==> config.mk <==
export PLATFORM = sky130hd
export DESIGN_NAME = mem_access_ctrl
export DESIGN_NICKNAME = d
export VERILOG_FILES = /design/src/rtl/mem_access_ctrl.sv
export SDC_FILE = /design/constraint.sdc
export NUM_CORES = 1
export LEC_CHECK = 0
export ABC_AREA = 1
export ABC_CLOCK_PERIOD_IN_PS = 1200
export CORE_ASPECT_RATIO = 1.5
export CORE_MARGIN = 5
export CORE_UTILIZATION = 36
export DETAILED_ROUTE_END_ITERATION = 12
export DONT_BUFFER_PORTS = 1
export GPL_TIMING_DRIVEN = 1
export PLACE_DENSITY = 0.57
export SYNTH_ARGS = -nofsm -noshare
export SYNTH_HDL_FRONTEND = slang
export SYNTH_SLANG_ARGS = --single-unit
==> constraint.sdc <==
create_clock -name clk_i -period 1.2 [get_ports clk_i]
set_input_delay 0.18 -clock clk_i [delete_from_list [all_inputs] [get_ports clk_i]]
set_output_delay 0.18 -clock clk_i [all_outputs]
set_load 0.05 [all_outputs]
==> src/rtl/mem_access_ctrl.sv <==
// MEM-stage data-memory access controller: issues one lw/sw request, stalls the pipeline until ack.
// Optional BUSY timeout with sticky error is built only when MEM_ACCESS_CTRL_TIMEOUT_EN is defined.
module mem_access_ctrl #(
    parameter int unsigned TIMEOUT_CYCLES = 16
) (
    input  logic        clk_i,
    input  logic        rst_i,
    input  logic [3:0]  control_i,
    input  logic [31:0] ALUResult_i,
    input  logic [31:0] wdata_i,
    output logic        dmem_req_o,
    output logic        dmem_we_o,
    output logic [31:0] dmem_addr_o,
    output logic [31:0] dmem_wdata_o,
    input  logic        dmem_ack_i,
    input  logic [31:0] dmem_rdata_i,
    output logic        stall_o,
    output logic [31:0] memData_o,
    output logic        err_o
);

    localparam logic [3:0] CTL_LW  = 4'b0110;
    localparam logic [3:0] CTL_SW  = 4'b0111;
    localparam logic [7:0] TO_LAST = 8'(TIMEOUT_CYCLES - 1);

    typedef enum logic [1:0] {
        S_IDLE = 2'd0,
        S_BUSY = 2'd1,
        S_DONE = 2'd2
    } state_t;

    state_t      r_state;
    state_t      w_next;
    logic        w_is_mem;
    logic        w_latch;
    logic        w_capture;
    logic        w_timeout;
    logic        w_expired;
    logic        r_we;
    logic [31:0] r_addr;
    logic [31:0] r_wdata;
    logic [31:0] r_mem_data;

    assign w_is_mem = (control_i == CTL_LW) || (control_i == CTL_SW);

    // State register; reset aborts any in-flight request
    always_ff @(posedge clk_i or negedge rst_i) begin
        if (!rst_i) begin
            r_state <= S_IDLE;
        end else begin
            r_state <= w_next;
        end
    end

    // Next state and request/stall decode
    always_comb begin
        w_next     = r_state;
        w_latch    = 1'b0;
        w_capture  = 1'b0;
        w_timeout  = 1'b0;
        stall_o    = 1'b0;
        dmem_req_o = 1'b0;
        case (r_state)
            S_IDLE: begin
                if (w_is_mem) begin
                    stall_o = 1'b1;
                    w_latch = 1'b1;
                    w_next  = S_BUSY;
                end
            end
            S_BUSY: begin
                stall_o    = 1'b1;
                dmem_req_o = 1'b1;
                if (dmem_ack_i) begin
                    w_capture = ~r_we;
                    w_next    = S_DONE;
                end else if (w_expired) begin
                    w_timeout = 1'b1;
                    w_next    = S_DONE;
                end
            end
            S_DONE: begin
                // control_i ignored here so the stalled instruction is not reissued
                w_next = S_IDLE;
            end
            default: begin
                w_next = S_IDLE;
            end
        endcase
    end

    // Request payload and load-result registers
    always_ff @(posedge clk_i or negedge rst_i) begin
        if (!rst_i) begin
            r_we       <= 1'b0;
            r_addr     <= 32'd0;
            r_wdata    <= 32'd0;
            r_mem_data <= 32'd0;
        end else begin
            if (w_latch) begin
                r_we    <= (control_i == CTL_SW);
                r_addr  <= {ALUResult_i[31:2], 2'b00};
                r_wdata <= wdata_i;
            end
            if (w_capture) begin
                r_mem_data <= dmem_rdata_i;
            end else if (w_timeout) begin
                r_mem_data <= 32'd0;
            end
        end
    end

    assign dmem_we_o    = r_we;
    assign dmem_addr_o  = r_addr;
    assign dmem_wdata_o = r_wdata;
    assign memData_o    = r_mem_data;

`ifdef MEM_ACCESS_CTRL_TIMEOUT_EN
    logic [7:0] r_cnt;
    logic       r_err;
    logic       w_unused_bits;

    // Counts un-acknowledged BUSY cycles; cleared as each request starts
    always_ff @(posedge clk_i or negedge rst_i) begin
        if (!rst_i) begin
            r_cnt <= 8'd0;
            r_err <= 1'b0;
        end else begin
            if (w_latch) begin
                r_cnt <= 8'd0;
            end else if ((r_state == S_BUSY) && !dmem_ack_i) begin
                r_cnt <= r_cnt + 8'd1;
            end
            if (w_timeout) begin
                r_err <= 1'b1;
            end
        end
    end

    assign w_expired     = (r_cnt == TO_LAST);
    assign err_o         = r_err;
    assign w_unused_bits = ^ALUResult_i[1:0];
`else
    logic w_unused_bits;

    assign w_expired     = 1'b0;
    assign err_o         = 1'b0;
    assign w_unused_bits = ^{ALUResult_i[1:0], TO_LAST};
`endif

endmodule
==> impl_metrics.ini <==
[global_route]
grt_pass1_wl_um = 18000
globalRouteTotalUtil_pct = 18.1
grt_max_degree = 98
overflow = 0
antenna_found_initial = 0
grt_pass1_vias = 3420

[finish]
fill_cells = 911
multi_input_area_um2 = 1350
mostFrequentLayoutCells = nand2_1 (183), dlygate4sd3_1 (96), nand3_1 (91), dfrtp_1 (67), dfrtp_2 (30)
antenna_cells = 0
nets = 654
seqCellArea_um2 = 2460
final_common_cell = nand2_1
utilization_pct = 56.2
area_growth_pct = 53.8
layout-drive-gt1-share_pct = 19.3

[pwr]
ir_drop_v = 0.00100
power_switching_mw = 6.05
p_comb_share_pct = 16.9
seqPwrFrac_pct = 61.9
power.leakage_nw = 2.93
switching_share_pct = 48.1
pwr-share-clk_pct = 21.2
p_int_mw = 6.54
powerDensity_nw_per_um2 = 2130

[synth]
yosys.area.top_type_share_pct = 63.0
ys_ff_latch = 97
seq_area_frac_synth_pct = 63.0
yosys.area.top_type = dfrtp_1
ys_warn_count = 0
synth_area_leaders = dfrtp_1 (63%), nand2_1 (19%), nand3_1 (12%)
avgSynthCellArea_um2 = 8.93
synthCells = 431
ys_types = 13
synthesis.area_um2 = 3850

[place]
io_buffer_count = 0
post-dp-hpwl_um = 7290
globalplace.congestion = 0.733

[die]
boundaryPins = 203
die_h_um = 137
fp-row-count = 46
start_util_pct = 36.6
die_w_um = 94.4
die-area_um2 = 12900
core_area_um2 = 10500

[critical_path]
max_stage_delay_ps = 410
start_kind = flop
worstSetupEndpointType = primary output
crit_fanout = 2
critPathSlowestCell = dfrtp_1
arrival_ps = 1200
critPathKind = reg2out
crit_chain = nor2_4 > nand3_4 > buf_12 > nand2_8
required_ps = 1020

[detailed_routing]
first_pass_iters = 4
route.detailed.drc = 0
antenna_left = 0
wl_um = 13200
routedWlPerCell_um = 18.9
via_count = 3452
drtIter0Drc = 138
viasPerCell = 4.94

[sta]
finalHoldViolCount = 97
maxSlewViolCount = 0
grt_setup_unrepaired = yes
slew_headroom_pct = 66.3
fmax_ghz = 0.726
worst-slew-pin-transition_ps = 505
timing.hold.ws_ps = -467
fin_crit_sh_pct = 115
finClkSkew_ps = 7.75
finalCriticalPeriod_ps = 1380
final.setup.worst_slack_ps = -178
fin_tns_setup_ps = -5630
setup_violations = 85

[run_status]
violations = hold timing, setup timing
run_status = finished, violations left

[clock_tree]
numCtsBuffers = 9
clock_sinks = 97
cts_tree = built
ctsHoldBuffers = 96
htree_levels = 3
clk_latency_ps = 340
cts_root_buffer = clkbuf_16
clk_path_buf_depth = 2
clk_pin_slew_ps = 60

[run]
maxCapViolCount = 0

[hold_path]
hp-class = in2async
## path summary, 6_finish.rpt
path,startpoint,to,slack [ps],cells after the start
min in group clk_i,dmem_ack_i,r_state[1],40,2
setup reg to reg,r_state[0],dmem_wdata_o[0],-110,7
hold reg to reg,dmem_addr_o[25],dmem_addr_o[25],470,2
setup / recovery,r_state[0],stall_o,-180,4
max in group asynchronous,rst_i,dmem_wdata_o[30],1520,0
hold / removal,rst_i,memData_o[12],-470,0
## repair_timing
action	4_1_cts	5_1_grt
cloned	3	10
setup buffers	5	4
pin swaps	2	5
setup endpoints to repair	8	116
resized for setup	18	46
hold endpoints to repair	193	97
## metal layers
layer,track usage [%],part of all wire [%]
met1,19.0,35
met2,32.7,53
met3,5.39,8.5
met4,8.51,3.3
met5,0,0
## power groups by stage
stage,Combinational (mW),Sequential [mW],Clock [mW]
finish,2.13,7.79,2.67
global route,2.36,7.88,2.88
CTS,1.97,7.74,2.74
detailed placement,1.59,7.79,0
global placement,1.51,7.75,0
floorplan,0.945,7.79,0
## sequential cells by signal, indices dropped and copies added (netlist names)
register and flops:
dmem_addr_o 30, dmem_wdata_o 32, dmem_we_o 1, memData_o 32
r_state 2
## worst max-delay path, delay by kind of cell (launching register included)
kind	cells	cell delay, ps
buffers and inverters	1	140
DFF	1	410
and+or+nand+nor	3	300
## Yosys cell counts (all sizes together)
| master | number |
|---|---|
| buf | 24 |
| nand2 | 194 |
| clkbuf | 7 |
| o21ai | 1 |
| nor2 | 5 |
| inv | 6 |
| dfrtp | 97 |
| conb | 1 |
| nand3 | 96 |
## cell type report
class | instances | area share, %
multi-input combinational | 299 | 22.8
timing repair buffer | 138 | 27.5
clock buffer | 11 | 4.10
sequential | 97 | 41.6
tap | 144 | 3.04
clock inverter | 4 | 0.507
inverter | 6 | 0.465
## stage by stage
| step | setup slack (ps) | std cells | cell area [um^2] | total power [mW] |
|---|---|---|---|---|
| final | -178 | 699 | 5920 | 12.6 |
| after global routing | -224 | 699 | 5920 | 13.1 |
| after CTS | -207 | 685 | 5560 | 12.4 |
| after detailed placement | 17.5 | 566 | 4130 | 9.38 |
| after global placement | 17.2 | 566 | 4130 | 9.27 |
| after floorplan | -21.5 | 433 | 3910 | 8.74 |
## cells by family (layout without fill, tap and decap cells)
kind of cell,count (synthesis),in the layout,synth area share [%]
compound gates,1,1,0.130
simple gates,295,295,32.1
buf+inv,37,159,4.58
other cells,1,3,0.0974
flops,97,97,63.0
No activity file was read; power rests on OpenSTA's default activity.
